[config.mk]
export PLATFORM = sky130hd
export DESIGN_NAME = bus_router_nslave_flat
export DESIGN_NICKNAME = d
export VERILOG_FILES = /design/src/rtl/bus_router_pkg.sv /design/src/rtl/bus_router_nslave_if.sv /design/src/rtl/bus_timeout_cnt.sv /design/src/rtl/bus_router_nslave.sv /design/src/flat_wrapper.sv
export SDC_FILE = /design/constraint.sdc
export NUM_CORES = 1
export LEC_CHECK = 0
export ABC_CLOCK_PERIOD_IN_PS = 2400
export CAP_MARGIN = 15
export CORE_MARGIN = 2
export CORE_UTILIZATION = 34
export DETAILED_ROUTE_END_ITERATION = 12
export DONT_BUFFER_PORTS = 1
export SLEW_MARGIN = 20
export SYNTH_ARGS = -nofsm -noshare
export SYNTH_HDL_FRONTEND = slang
export SYNTH_HIERARCHICAL = 1
export SYNTH_SLANG_ARGS = --single-unit
[constraint.sdc]
create_clock -name clk -period 2.4 [get_ports clk]
set_clock_uncertainty 0.2 [all_clocks]
set_input_delay 0.6 -clock clk [delete_from_list [all_inputs] [get_ports clk]]
set_output_delay 0.6 -clock clk [all_outputs]
set_load 0.01 [all_outputs]
[src/rtl/bus_router_pkg.sv]
// Shared types, constants and helpers for the N-slave bus router.
package bus_router_pkg;

  typedef enum logic [1:0] {
    IDLE = 2'd0,
    BUSY = 2'd1,
    RESP = 2'd2
  } state_e;

  localparam logic CMD_READ  = 1'b0;
  localparam logic CMD_WRITE = 1'b1;

  localparam logic [31:0] ERR_DATA_DFLT = 32'hDEAD_BEEF;

  // Ceiling log2; returns 0 for values of 0 or 1.
  function automatic int unsigned clog2(input int unsigned value);
    int unsigned r;
    r = 0;
    for (int unsigned i = 0; i < 32; i++) begin
      if ((64'(1) << i) < 64'(value)) r = i + 1;
    end
    return r;
  endfunction

endpackage

[src/rtl/bus_router_nslave_if.sv]
// Master-side request/response bus plus the fanned-out slave ports.
interface bus_router_nslave_if #(
  parameter int unsigned N_SLAVES = 4,
  parameter int unsigned ADDR_W   = 32,
  parameter int unsigned DATA_W   = 32
);

  logic                         req_in;
  logic [ADDR_W-1:0]            addr_in;
  logic                         cmd_in;
  logic [DATA_W-1:0]            wdata_in;
  logic                         ack_in;
  logic [DATA_W-1:0]            rdata_in;
  logic                         err_in;

  logic [N_SLAVES-1:0]          req_out;
  logic [N_SLAVES*ADDR_W-1:0]   addr_out;
  logic [N_SLAVES-1:0]          cmd_out;
  logic [N_SLAVES*DATA_W-1:0]   wdata_out;
  logic [N_SLAVES-1:0]          ack_out;
  logic [N_SLAVES*DATA_W-1:0]   rdata_out;

  // Environment view: drives master requests and slave responses.
  modport master (
    output req_in, addr_in, cmd_in, wdata_in, ack_out, rdata_out,
    input  ack_in, rdata_in, err_in, req_out, addr_out, cmd_out, wdata_out
  );

  // Router view: serves the master and drives the slave ports.
  modport slave (
    input  req_in, addr_in, cmd_in, wdata_in, ack_out, rdata_out,
    output ack_in, rdata_in, err_in, req_out, addr_out, cmd_out, wdata_out
  );

endinterface

[src/rtl/bus_timeout_cnt.sv]
// Saturating transaction-age counter with a registered expiry flag.
module bus_timeout_cnt
  import bus_router_pkg::*;
#(
  parameter int unsigned LIMIT = 255
) (
  input  logic clk,
  input  logic rst,
  input  logic clr,
  input  logic en,
  output logic expired
);

  localparam int unsigned CNT_W = (clog2(LIMIT + 1) == 0) ? 1 : clog2(LIMIT + 1);
  localparam logic [CNT_W-1:0] CNT_LIMIT = CNT_W'(LIMIT);

  logic [CNT_W-1:0] cnt_q, cnt_d;
  logic             expired_q, expired_d;

  // Clear wins over count; the count parks at the limit.
  always_comb begin
    cnt_d = cnt_q;
    if (clr) begin
      cnt_d = '0;
    end else if (en && (cnt_q != CNT_LIMIT)) begin
      cnt_d = cnt_q + CNT_W'(1);
    end
    expired_d = (cnt_d == CNT_LIMIT);
  end

  // Count and flag registers.
  always_ff @(posedge clk) begin
    if (rst) begin
      cnt_q     <= '0;
      expired_q <= 1'b0;
    end else begin
      cnt_q     <= cnt_d;
      expired_q <= expired_d;
    end
  end

  assign expired = expired_q;

endmodule

[src/rtl/bus_router_nslave.sv]
// Registered 1-to-N bus router: captures a master transaction, holds it on the
// addressed slave until ack or timeout, then returns a one-cycle response.
module bus_router_nslave
  import bus_router_pkg::*;
#(
  parameter int unsigned N_SLAVES    = 4,
  parameter int unsigned ADDR_W      = 32,
  parameter int unsigned DATA_W      = 32,
  parameter int unsigned TIMEOUT_CYC = 255,
  parameter logic [31:0] ERR_DATA    = ERR_DATA_DFLT
) (
  input  logic               clk,
  input  logic               rst,
  bus_router_nslave_if.slave bus
);

  localparam int unsigned SEL_W = clog2(N_SLAVES);
  localparam logic [DATA_W-1:0] ERR_DATA_W = DATA_W'(ERR_DATA);

  state_e                     state_q, state_d;
  logic [SEL_W-1:0]           sel_q, sel_d;
  logic [N_SLAVES-1:0]        req_out_q, req_out_d;
  logic [N_SLAVES*ADDR_W-1:0] addr_out_q, addr_out_d;
  logic [N_SLAVES-1:0]        cmd_out_q, cmd_out_d;
  logic [N_SLAVES*DATA_W-1:0] wdata_out_q, wdata_out_d;
  logic                       ack_in_q, ack_in_d;
  logic [DATA_W-1:0]          rdata_in_q, rdata_in_d;
  logic                       err_in_q, err_in_d;

  logic [SEL_W-1:0]           req_sel_c;
  logic                       cnt_clr, cnt_en, cnt_expired;

  assign req_sel_c = bus.addr_in[ADDR_W-1 -: SEL_W];

  // Timeout counter, absent when the timeout is disabled.
  if (TIMEOUT_CYC != 0) begin : g_timeout
    bus_timeout_cnt #(.LIMIT(TIMEOUT_CYC)) u_timeout_cnt (
      .clk     (clk),
      .rst     (rst),
      .clr     (cnt_clr),
      .en      (cnt_en),
      .expired (cnt_expired)
    );
  end else begin : g_no_timeout
    assign cnt_expired = 1'b0;
  end

  // Next state and next registered outputs; ack beats expiry in the same cycle.
  always_comb begin
    state_d     = state_q;
    sel_d       = sel_q;
    req_out_d   = req_out_q;
    addr_out_d  = addr_out_q;
    cmd_out_d   = cmd_out_q;
    wdata_out_d = wdata_out_q;
    ack_in_d    = 1'b0;
    rdata_in_d  = '0;
    err_in_d    = 1'b0;
    cnt_clr     = 1'b0;
    cnt_en      = 1'b0;

    case (state_q)
      IDLE: begin
        if (bus.req_in) begin
          sel_d                                         = req_sel_c;
          req_out_d                                     = '0;
          req_out_d[req_sel_c]                          = 1'b1;
          addr_out_d                                    = '0;
          addr_out_d[ADDR_W*32'(req_sel_c) +: ADDR_W]   = bus.addr_in;
          cmd_out_d                                     = '0;
          cmd_out_d[req_sel_c]                          = bus.cmd_in;
          wdata_out_d                                   = '0;
          wdata_out_d[DATA_W*32'(req_sel_c) +: DATA_W]  = bus.wdata_in;
          cnt_clr                                       = 1'b1;
          state_d                                       = BUSY;
        end
      end

      BUSY: begin
        cnt_en = 1'b1;
        if (bus.ack_out[sel_q]) begin
          ack_in_d   = 1'b1;
          rdata_in_d = (cmd_out_q[sel_q] == CMD_WRITE) ? '0
                       : bus.rdata_out[DATA_W*32'(sel_q) +: DATA_W];
          req_out_d  = '0;
          state_d    = RESP;
        end else if (cnt_expired) begin
          ack_in_d   = 1'b1;
          rdata_in_d = ERR_DATA_W;
          err_in_d   = 1'b1;
          req_out_d  = '0;
          state_d    = RESP;
        end
      end

      RESP: begin
        req_out_d   = '0;
        addr_out_d  = '0;
        cmd_out_d   = '0;
        wdata_out_d = '0;
        state_d     = IDLE;
      end

      default: begin
        state_d = IDLE;
      end
    endcase
  end

  // State and output registers.
  always_ff @(posedge clk) begin
    if (rst) begin
      state_q     <= IDLE;
      sel_q       <= '0;
      req_out_q   <= '0;
      addr_out_q  <= '0;
      cmd_out_q   <= '0;
      wdata_out_q <= '0;
      ack_in_q    <= 1'b0;
      rdata_in_q  <= '0;
      err_in_q    <= 1'b0;
    end else begin
      state_q     <= state_d;
      sel_q       <= sel_d;
      req_out_q   <= req_out_d;
      addr_out_q  <= addr_out_d;
      cmd_out_q   <= cmd_out_d;
      wdata_out_q <= wdata_out_d;
      ack_in_q    <= ack_in_d;
      rdata_in_q  <= rdata_in_d;
      err_in_q    <= err_in_d;
    end
  end

  assign bus.req_out   = req_out_q;
  assign bus.addr_out  = addr_out_q;
  assign bus.cmd_out   = cmd_out_q;
  assign bus.wdata_out = wdata_out_q;
  assign bus.ack_in    = ack_in_q;
  assign bus.rdata_in  = rdata_in_q;
  assign bus.err_in    = err_in_q;

endmodule

[src/flat_wrapper.sv]
// flat-port wrapper written by rule: the top's interface ports become plain ports
module bus_router_nslave_flat import bus_router_pkg::*;
#(
  parameter int unsigned N_SLAVES    = 4,
  parameter int unsigned ADDR_W      = 32,
  parameter int unsigned DATA_W      = 32,
  parameter int unsigned TIMEOUT_CYC = 255,
  parameter logic [31:0] ERR_DATA    = ERR_DATA_DFLT
)
  (clk, rst, bus_req_in, bus_addr_in, bus_cmd_in, bus_wdata_in, bus_ack_out, bus_rdata_out, bus_ack_in, bus_rdata_in, bus_err_in, bus_req_out, bus_addr_out, bus_cmd_out, bus_wdata_out);
  bus_router_nslave_if #(.N_SLAVES(N_SLAVES), .ADDR_W(ADDR_W), .DATA_W(DATA_W)) bus_i ();
  input  logic clk;
  input  logic rst;
  input wire logic [$bits(bus_i.req_in)-1:0] bus_req_in;
  input wire logic [$bits(bus_i.addr_in)-1:0] bus_addr_in;
  input wire logic [$bits(bus_i.cmd_in)-1:0] bus_cmd_in;
  input wire logic [$bits(bus_i.wdata_in)-1:0] bus_wdata_in;
  input wire logic [$bits(bus_i.ack_out)-1:0] bus_ack_out;
  input wire logic [$bits(bus_i.rdata_out)-1:0] bus_rdata_out;
  output wire logic [$bits(bus_i.ack_in)-1:0] bus_ack_in;
  output wire logic [$bits(bus_i.rdata_in)-1:0] bus_rdata_in;
  output wire logic [$bits(bus_i.err_in)-1:0] bus_err_in;
  output wire logic [$bits(bus_i.req_out)-1:0] bus_req_out;
  output wire logic [$bits(bus_i.addr_out)-1:0] bus_addr_out;
  output wire logic [$bits(bus_i.cmd_out)-1:0] bus_cmd_out;
  output wire logic [$bits(bus_i.wdata_out)-1:0] bus_wdata_out;
  assign bus_i.req_in = bus_req_in;
  assign bus_i.addr_in = bus_addr_in;
  assign bus_i.cmd_in = bus_cmd_in;
  assign bus_i.wdata_in = bus_wdata_in;
  assign bus_i.ack_out = bus_ack_out;
  assign bus_i.rdata_out = bus_rdata_out;
  assign bus_ack_in = bus_i.ack_in;
  assign bus_rdata_in = bus_i.rdata_in;
  assign bus_err_in = bus_i.err_in;
  assign bus_req_out = bus_i.req_out;
  assign bus_addr_out = bus_i.addr_out;
  assign bus_cmd_out = bus_i.cmd_out;
  assign bus_wdata_out = bus_i.wdata_out;
  bus_router_nslave #(.N_SLAVES(N_SLAVES), .ADDR_W(ADDR_W), .DATA_W(DATA_W), .TIMEOUT_CYC(TIMEOUT_CYC), .ERR_DATA(ERR_DATA)) u_core (.clk(clk), .rst(rst), .bus(bus_i));
endmodule
**After elaboration in Yosys (flattened, before gate mapping)**

Cells that the tools add are included.

- Add/sub/neg operators: 2
- Magnitude comparators: 3
- Equality and inequality tests: 6
- Shift operators: 4
- Muxes and demuxes: 30
- Bitwise operators: 4
- Reductions and logical operators: 11

Operators with widths:

| operator | count |
|---|---|
| $pmux W128 S2 | 2 |
| $and A128 B128 Y128 | 2 |
| $mux W128 | 2 |
| $shiftx A32 B34 Y128 | 2 |
| $shift A32 B34 Y128 const A | 1 |
| $shiftx A128 B8 Y32 | 1 |
| $mux W32 | 3 |
| $neg A7 Y34 | 1 |
| $mux W4 | 4 |
| $mux W8 | 2 |
| $pmux W4 S3 | 1 |
| $add A8 B1 Y8 const B | 1 |
| $eq A8 B8 Y1 const B | 1 |
| $mux W1 | 8 |
| $ne A8 B8 Y1 const B | 1 |
| $pmux W4 S2 | 1 |
| $lt A2 B3 Y1 const B | 2 |
| $mux W2 | 3 |
| $reduce_and A2 Y1 | 3 |
| $and A4 B4 Y4 | 1 |
| $bmux W1 S2 | 2 |
| $pmux W2 S2 | 1 |
| $ne A3 B2 Y1 const B | 1 |
| $reduce_and A3 Y1 | 1 |
| 12 further kinds | 13 |

- Flip-flop bits (word level): 311
- Bits of input ports: 200
- Word-level logic and storage cells: 71

**Logic depth before layout (Yosys ltp)**

- Depth in word-level cells: 7
- Depth in mapped cells: 10
- Mapped depth without buffers: 8

**Hierarchy**

The synthesis kept the hierarchy.

Modules (own cells, without submodules):

| module | instances | cells an instance | area an instance (um^2) | seq. area each (um^2) |
|---|---|---|---|---|
| bus_router_nslave | 1 | 1080 | 11447.2 | 6025.8 |
| bus_timeout_cnt | 1 | 58 | 535.5 | 180.2 |

**Worst setup path before layout**

Ideal clock, no wire load.

- Path type: flip-flop to flip-flop
- Start: reg u_core.state_q[0]
- End: reg u_core.g_timeout.u_timeout_cnt.expired_q, in the netlist u_core/g_timeout.u_timeout_cnt/expired
- Library setup time: 103 ps
- Data arrival time: 1965 ps
- Data required time: 2097 ps
- Setup slack: 132 ps
- Cell stages (with the launch flop): 11
- Buffers on the path: 2
- Period minus slack after synthesis: 2268 ps
- Cells stage by stage: dfxtp_1 -> inv_1 -> ha_1 -> buf_2 -> nand2_2 -> inv_1 -> or2_0 -> clkbuf_2 -> a2111oi_0 -> o211ai_1 -> a2111oi_2

- Elaborated cells on any way between the ends: 8
- Classes of those cells: eq/ne (2); mux (4); reduce/logical (2)

RTL lines:

| what | line | text |
|---|---|---|
| start, declared | bus_router_nslave.sv:20 | `state_e state_q, state_d;` |
| start signal, assigned | bus_router_nslave.sv:123 | `state_q <= state_d;` |
| $logic_not A2 Y1 | bus_router_nslave.sv:62 | `case (state_q)` |
| $mux W1 | bus_router_nslave.sv:62 |  |
| via u_core.cnt_clr | bus_router_nslave.sv:31 | `logic cnt_clr, cnt_en, cnt_expired;` |
| $mux W8 | bus_timeout_cnt.sv:23 | `if (clr) begin` |
| $eq A8 B8 Y1 | bus_timeout_cnt.sv:28 | `expired_d = (cnt_d == CNT_LIMIT);` |
| end signal, assigned | bus_timeout_cnt.sv:38 | `expired_q <= expired_d;` |
| end, declared | bus_timeout_cnt.sv:18 | `logic expired_q, expired_d;` |

The timed path passes the listed nets, and every way through them passes these cells.
A chain may end at the register's enable or synchronous reset.

**Worst setup path in the final report**

- Start: reg u_core.state_q[0]
- End: reg u_core.wdata_out_q[9], in the netlist u_core/bus.wdata_out[9]

- Longest elaborated chain between the ends: 3
- Elaborated cells on any way between the ends: 6
- Classes of those cells: eq/ne (2); mux (1); reduce/logical (3)

RTL lines:

| what | line | text |
|---|---|---|
| $eq A2 B2 Y1 or $logic_not A2 Y1 (tied branches) | bus_router_nslave.sv:62 |  |
| $reduce_bool A2 Y1 (no line) or $ne A2 B2 Y1 (tied branches) | -- |  |
| $reduce_and A2 Y1 (no line) | -- |  |
| end signal, assigned | bus_router_nslave.sv:128 | `wdata_out_q <= wdata_out_d;` |
| end, declared | bus_router_nslave.sv:25 | `logic [N_SLAVES*DATA_W-1:0] wdata_out_q, wdata_out_d;` |

Several ways; a longest one is shown, not always the timed one.

==> impl_table.tex <==
\begin{tabular}{lr}
\hline
Metric & Value \\
\hline
\multicolumn{2}{l}{\textbf{Setup path}} \\
Worst EP required & approximately 2.7 ns \\
Setup CP Type & reg2reg \\
Worst reg2reg path endpoint & u\_core/bus.wdata\_out[9] \\
Critical Path Fanout Max & 87 \\
Reg2Reg Setup Slack & 0.11 ns \\
Data arrival time of the critical path & 2.54 ns \\
Slowest cell on crit path & dfxtp\_1 \\
Startpoint of the lowest-slack register-to-register path & u\_core/state\_q[0] \\
Max stage delay on crit path & around 0.38 ns \\
Count of cells along the worst register-to-register path & 7 \\
Crit end category & register \\
Startpoint type of the worst setup path & register \\
Cell chain of the critical path & inv\_1, ha\_1, buf\_4, o21ai\_4, buf\_16, a22oi\_1, nor2\_1 \\
\multicolumn{2}{l}{\textbf{Routing}} \\
Mean number of vias per cell & around 5.5 \\
Total iterations of the first detailed-routing run & 5 \\
Routed via count & 9057 \\
Remaining design rule violation count & 0 \\
Max layer used & met5 \\
Count of routing violations after the opening detailed-route iteration & about 570 \\
Met3 WL post-DR & between 3 and 4 mm \\
Routed met2 length & slightly below 20 mm \\
Metal-1 WL & $\sim$14 mm \\
Final wirelength & $\sim$38 mm \\
DRT antenna net count & 0 \\
Routed wirelength normalized by instance count & approximately 23 um \\
\multicolumn{2}{l}{\textbf{Floorplanning}} \\
Total number of placement rows & 68 \\
Area of the die & around 37000 um2 \\
Boundary pin count & 498 \\
Starting utilization of the core area & 34.6\% \\
Core outline area & between 30000 and 40000 um2 \\
Width of the die & about 190 um \\
Vertical die dimension & 192 um \\
\multicolumn{2}{l}{\textbf{Logic synthesis}} \\
Number of flip-flops and latches in the synthesized netlist & between 300 and 400 \\
Post-synth ARST share & 0\% \\
Library cells used by synthesis & between 50 and 60 \\
Number of warnings printed during yosys synthesis & 6 \\
Top\_reg\_cell synth & dfxtp\_1 \\
Post-Syn Area & $\sim$12000 um2 \\
Mapped Nets & about 1.3k \\
Synthesized instance count & $\sim$1.1k \\
Synthesized area divided by synthesized cell count & between 10 and 15 um2 \\
Number of synthesized flops with an enable pin & 0 \\
Sequential element share of the synthesized area & 51.8\% \\
\multicolumn{2}{l}{\textbf{Clock network}} \\
CTS sink count & 310 \\
Clk pin slew, worst setup/hold paths & roughly 0.060 ns \\
CTS Root Buffer Type & clkbuf\_16 \\
Latest clock arrival within the worst-skew pair & around 0.53 ns \\
H-tree lvl count & 2 \\
CTS Buf Count & 35 \\
Clock tree from TritonCTS & done \\
Maximum clock path buffer count & 3 \\
\multicolumn{2}{l}{\textbf{Layout}} \\
Layout Cell Area excl Fill & roughly 14000 um2 \\
Number of nets in the layout & between 1k and 1.5k \\
Post-Route Utilization & a little over two fifths \\
Layout cells sized above 1 & a little under a quarter \\
Area added between synthesis and finish & 20.9\% \\
Commonest non-fill, non-tap cell in the layout & dfxtp\_1 \\
Most frequent cells in the layout & dfxtp\_1, nor2\_1, a22oi\_1, a22oi\_2, nor2\_2 \\
Non-filler cells in the finished layout & 1651 \\
\multicolumn{2}{l}{\textbf{STA}} \\
Minimum clock period after layout & roughly 2.3 ns \\
Achievable frequency & roughly 440 MHz \\
Final clock period utilization by the worst path & around 95\% \\
Transition time at the pin with the least slew margin & between 0.6 and 0.7 ns \\
Final Hold Fails & 2 \\
Final Max Tran Viols & 0 \\
Final worst-path setup slack & 0.113 ns \\
Relative slew margins & between 50\% and 60\% \\
Hold WS & -0.00136 ns \\
Final setup violating endpoints & 0 \\
Unrepaired setup endpoints after global routing & yes \\
\multicolumn{2}{l}{\textbf{Global route}} \\
Number of global-route vias before repair & 8746 \\
Wire length of the first global-routing pass & about 54 mm \\
Pin count of the biggest net entering global routing & roughly 270 \\
GRT Util Overall & between 10\% and 20\% \\
Antenna violations before repair & 2 \\
Grt total ovfl & 0 \\
\multicolumn{2}{l}{\textbf{Placed design}} \\
Total half-perimeter wirelength after legalization and detailed placement & about 26 mm \\
Placed cell count & 1532 \\
GP Congestion & 0.785 \\
Input/output buffers & 0 \\
Worst slack after detailed placement & -0.00518 ns \\
Area post-placement & roughly 13000 um2 \\
\multicolumn{2}{l}{\textbf{Pwr}} \\
Total leakage power & slightly above 5 nW \\
Power density over the cells & between 900 and 1000 nW/um2 \\
Maximum vdd ir drop & slightly above 600 uV \\
Power after layout & $\sim$13 mW \\
\multicolumn{2}{l}{\textbf{Hold path}} \\
Path class of the lowest-slack min-delay path & in2reg \\
Hold\_sp & bus\_addr\_in[6] \\
Depth of the worst hold-timing path & 2 \\
Min-Delay Endpoint & u\_core/bus.addr\_out[102] \\
\multicolumn{2}{l}{\textbf{Run status}} \\
Failing checks & hold timing \\
Outcome & finished with violations \\
\multicolumn{2}{l}{\textbf{Job}} \\
Max Cap Violations & 0 \\
\hline
\end{tabular}
[through the flow]
| step | hold slack, ns | TNS (ns) |
|---|---|---|
| after floorplan | 0.281 | 0 |
| after global placement | 0.303 | 0 |
| after detailed placement | 0.301 | -0.00518 |
| after CTS | -0.0744 | 0 |
| after global routing | 0.000188 | -0.0121 |
| final | -0.00136 | 0 |
[power by group]
| part | total [mW] | leakage [nW] | switching, mW | internal [mW] |
|---|---|---|---|---|
| clock network | 5.84 | 0.623 | 2.13 | 3.72 |
| registers | 5.40 | 2.50 | 0.137 | 5.26 |
| logic | 1.87 | 1.96 | 1.21 | 0.660 |
| total | 13.1 | 5.09 | 3.47 | 9.64 |
[worst max-delay path by stage]
stage                            startpoint                                      to  slack (ns)  depth (start not counted)
after CTS                 u_core/state_q[0]  u_core/g_timeout.u_timeout_cnt/expired        0.05                          8
final                     u_core/state_q[0]                 u_core/bus.wdata_out[9]        0.11                          7
after floorplan           u_core/state_q[0]  u_core/g_timeout.u_timeout_cnt/expired        0.13                         10
after global routing      u_core/state_q[1]                 u_core/bus.addr_out[30]       -0.01                          7
after detailed placement    bus_addr_in[30]                 u_core/bus.addr_out[89]      -0.005                          8
after global placement      bus_addr_in[30]                 u_core/bus.addr_out[31]         0.1                          7
[cell families (layout without fill, tap and decap cells)]
kind of cell / count (synthesis) / in the layout / synth area share [%]
adders and majority gates: 11 / 11 / 1.15
muxes: 38 / 38 / 6.64
DFF: 310 / 310 / 51.8
xor gates and xnor gates: 1 / 1 / 0.0731
and+or+nand+nor: 337 / 337 / 13.8
buffers and inverters: 131 / 188 / 5.30
AOI/OAI and AO/OA: 310 / 310 / 21.2
other: 0 / 1 / 0
[registers in the layout, summed over array words and instances, names as in the netlist, 2 cells and up]
signal and count:
u_core/bus.addr_out 127, u_core/bus.cmd_out 4, u_core/bus.rdata_in 32, u_core/bus.req_out 4
u_core/bus.wdata_out 128, u_core/g_timeout.u_timeout_cnt/cnt_q 8, u_core/sel_q 2, u_core/state_q 2
[layer usage]
metal | vias to the layer above | GRT usage, %
met1 | 4389 | 21.1
met3 | 67 | 7.42
met2 | 434 | 33.1
li1 | 4165 | -
met4 | 2 | 7.43
met5 | - | 0
[critical path, delay by kind of cell (launching register included)]
kind	cells	cell delay, ns
buffers and inverters	3	0.62
AO/OA/AOI/OAI	2	0.54
flip-flops	1	0.38
adder cells (fa/ha/maj)	1	0.23
AND/OR/NAND/NOR	1	0.13
[final cells by class]
| class | count | area [um2] |
|---|---|---|
| diodes | 1 | 2.50 |
| inverters | 31 | 116 |
| fillers | 3243 | 20100 |
| clock inverters | 9 | 199 |
| multi-input cells | 697 | 5170 |
| repair buffers | 98 | 1150 |
| well taps | 455 | 569 |
| clock buffers | 50 | 1060 |
| flip-flops and latches | 310 | 6210 |
[cells in the mapped netlist, types with 3 or more instances]
cell / count / area [um2]
a21oi_1: 13 / 65.1
a22oi_1: 190 / 1430
a22oi_2: 60 / 751
a32oi_1: 3 / 26.3
and3_1: 10 / 62.6
buf_1: 3 / 11.3
buf_2: 30 / 150
buf_6: 13 / 146
clkbuf_1: 51 / 191
dfxtp_1: 310 / 6210
ha_1: 11 / 138
inv_1: 30 / 113
mux2i_1: 3 / 30.0
mux4_2: 33 / 743
nand2_1: 12 / 45.0
nand2b_1: 7 / 43.8
nand3_1: 5 / 25.0
nand4b_1: 7 / 61.3
nor2_1: 206 / 773
nor2_2: 60 / 375
nor2b_1: 8 / 50.1
nor3b_1: 3 / 22.5
nor4_4: 3 / 63.8
o211ai_1: 3 / 22.5
o21ai_0: 31 / 155
[repair_timing]
action / CTS / global route
setup endpoints to repair: 0 / 32
buffers inserted: 0 / 2
endpoints found under the hold margin: 199 / 72
gates resized for setup: 0 / 6
hold buffers: 36 / 21
Power figures use the tool's default switching activity.
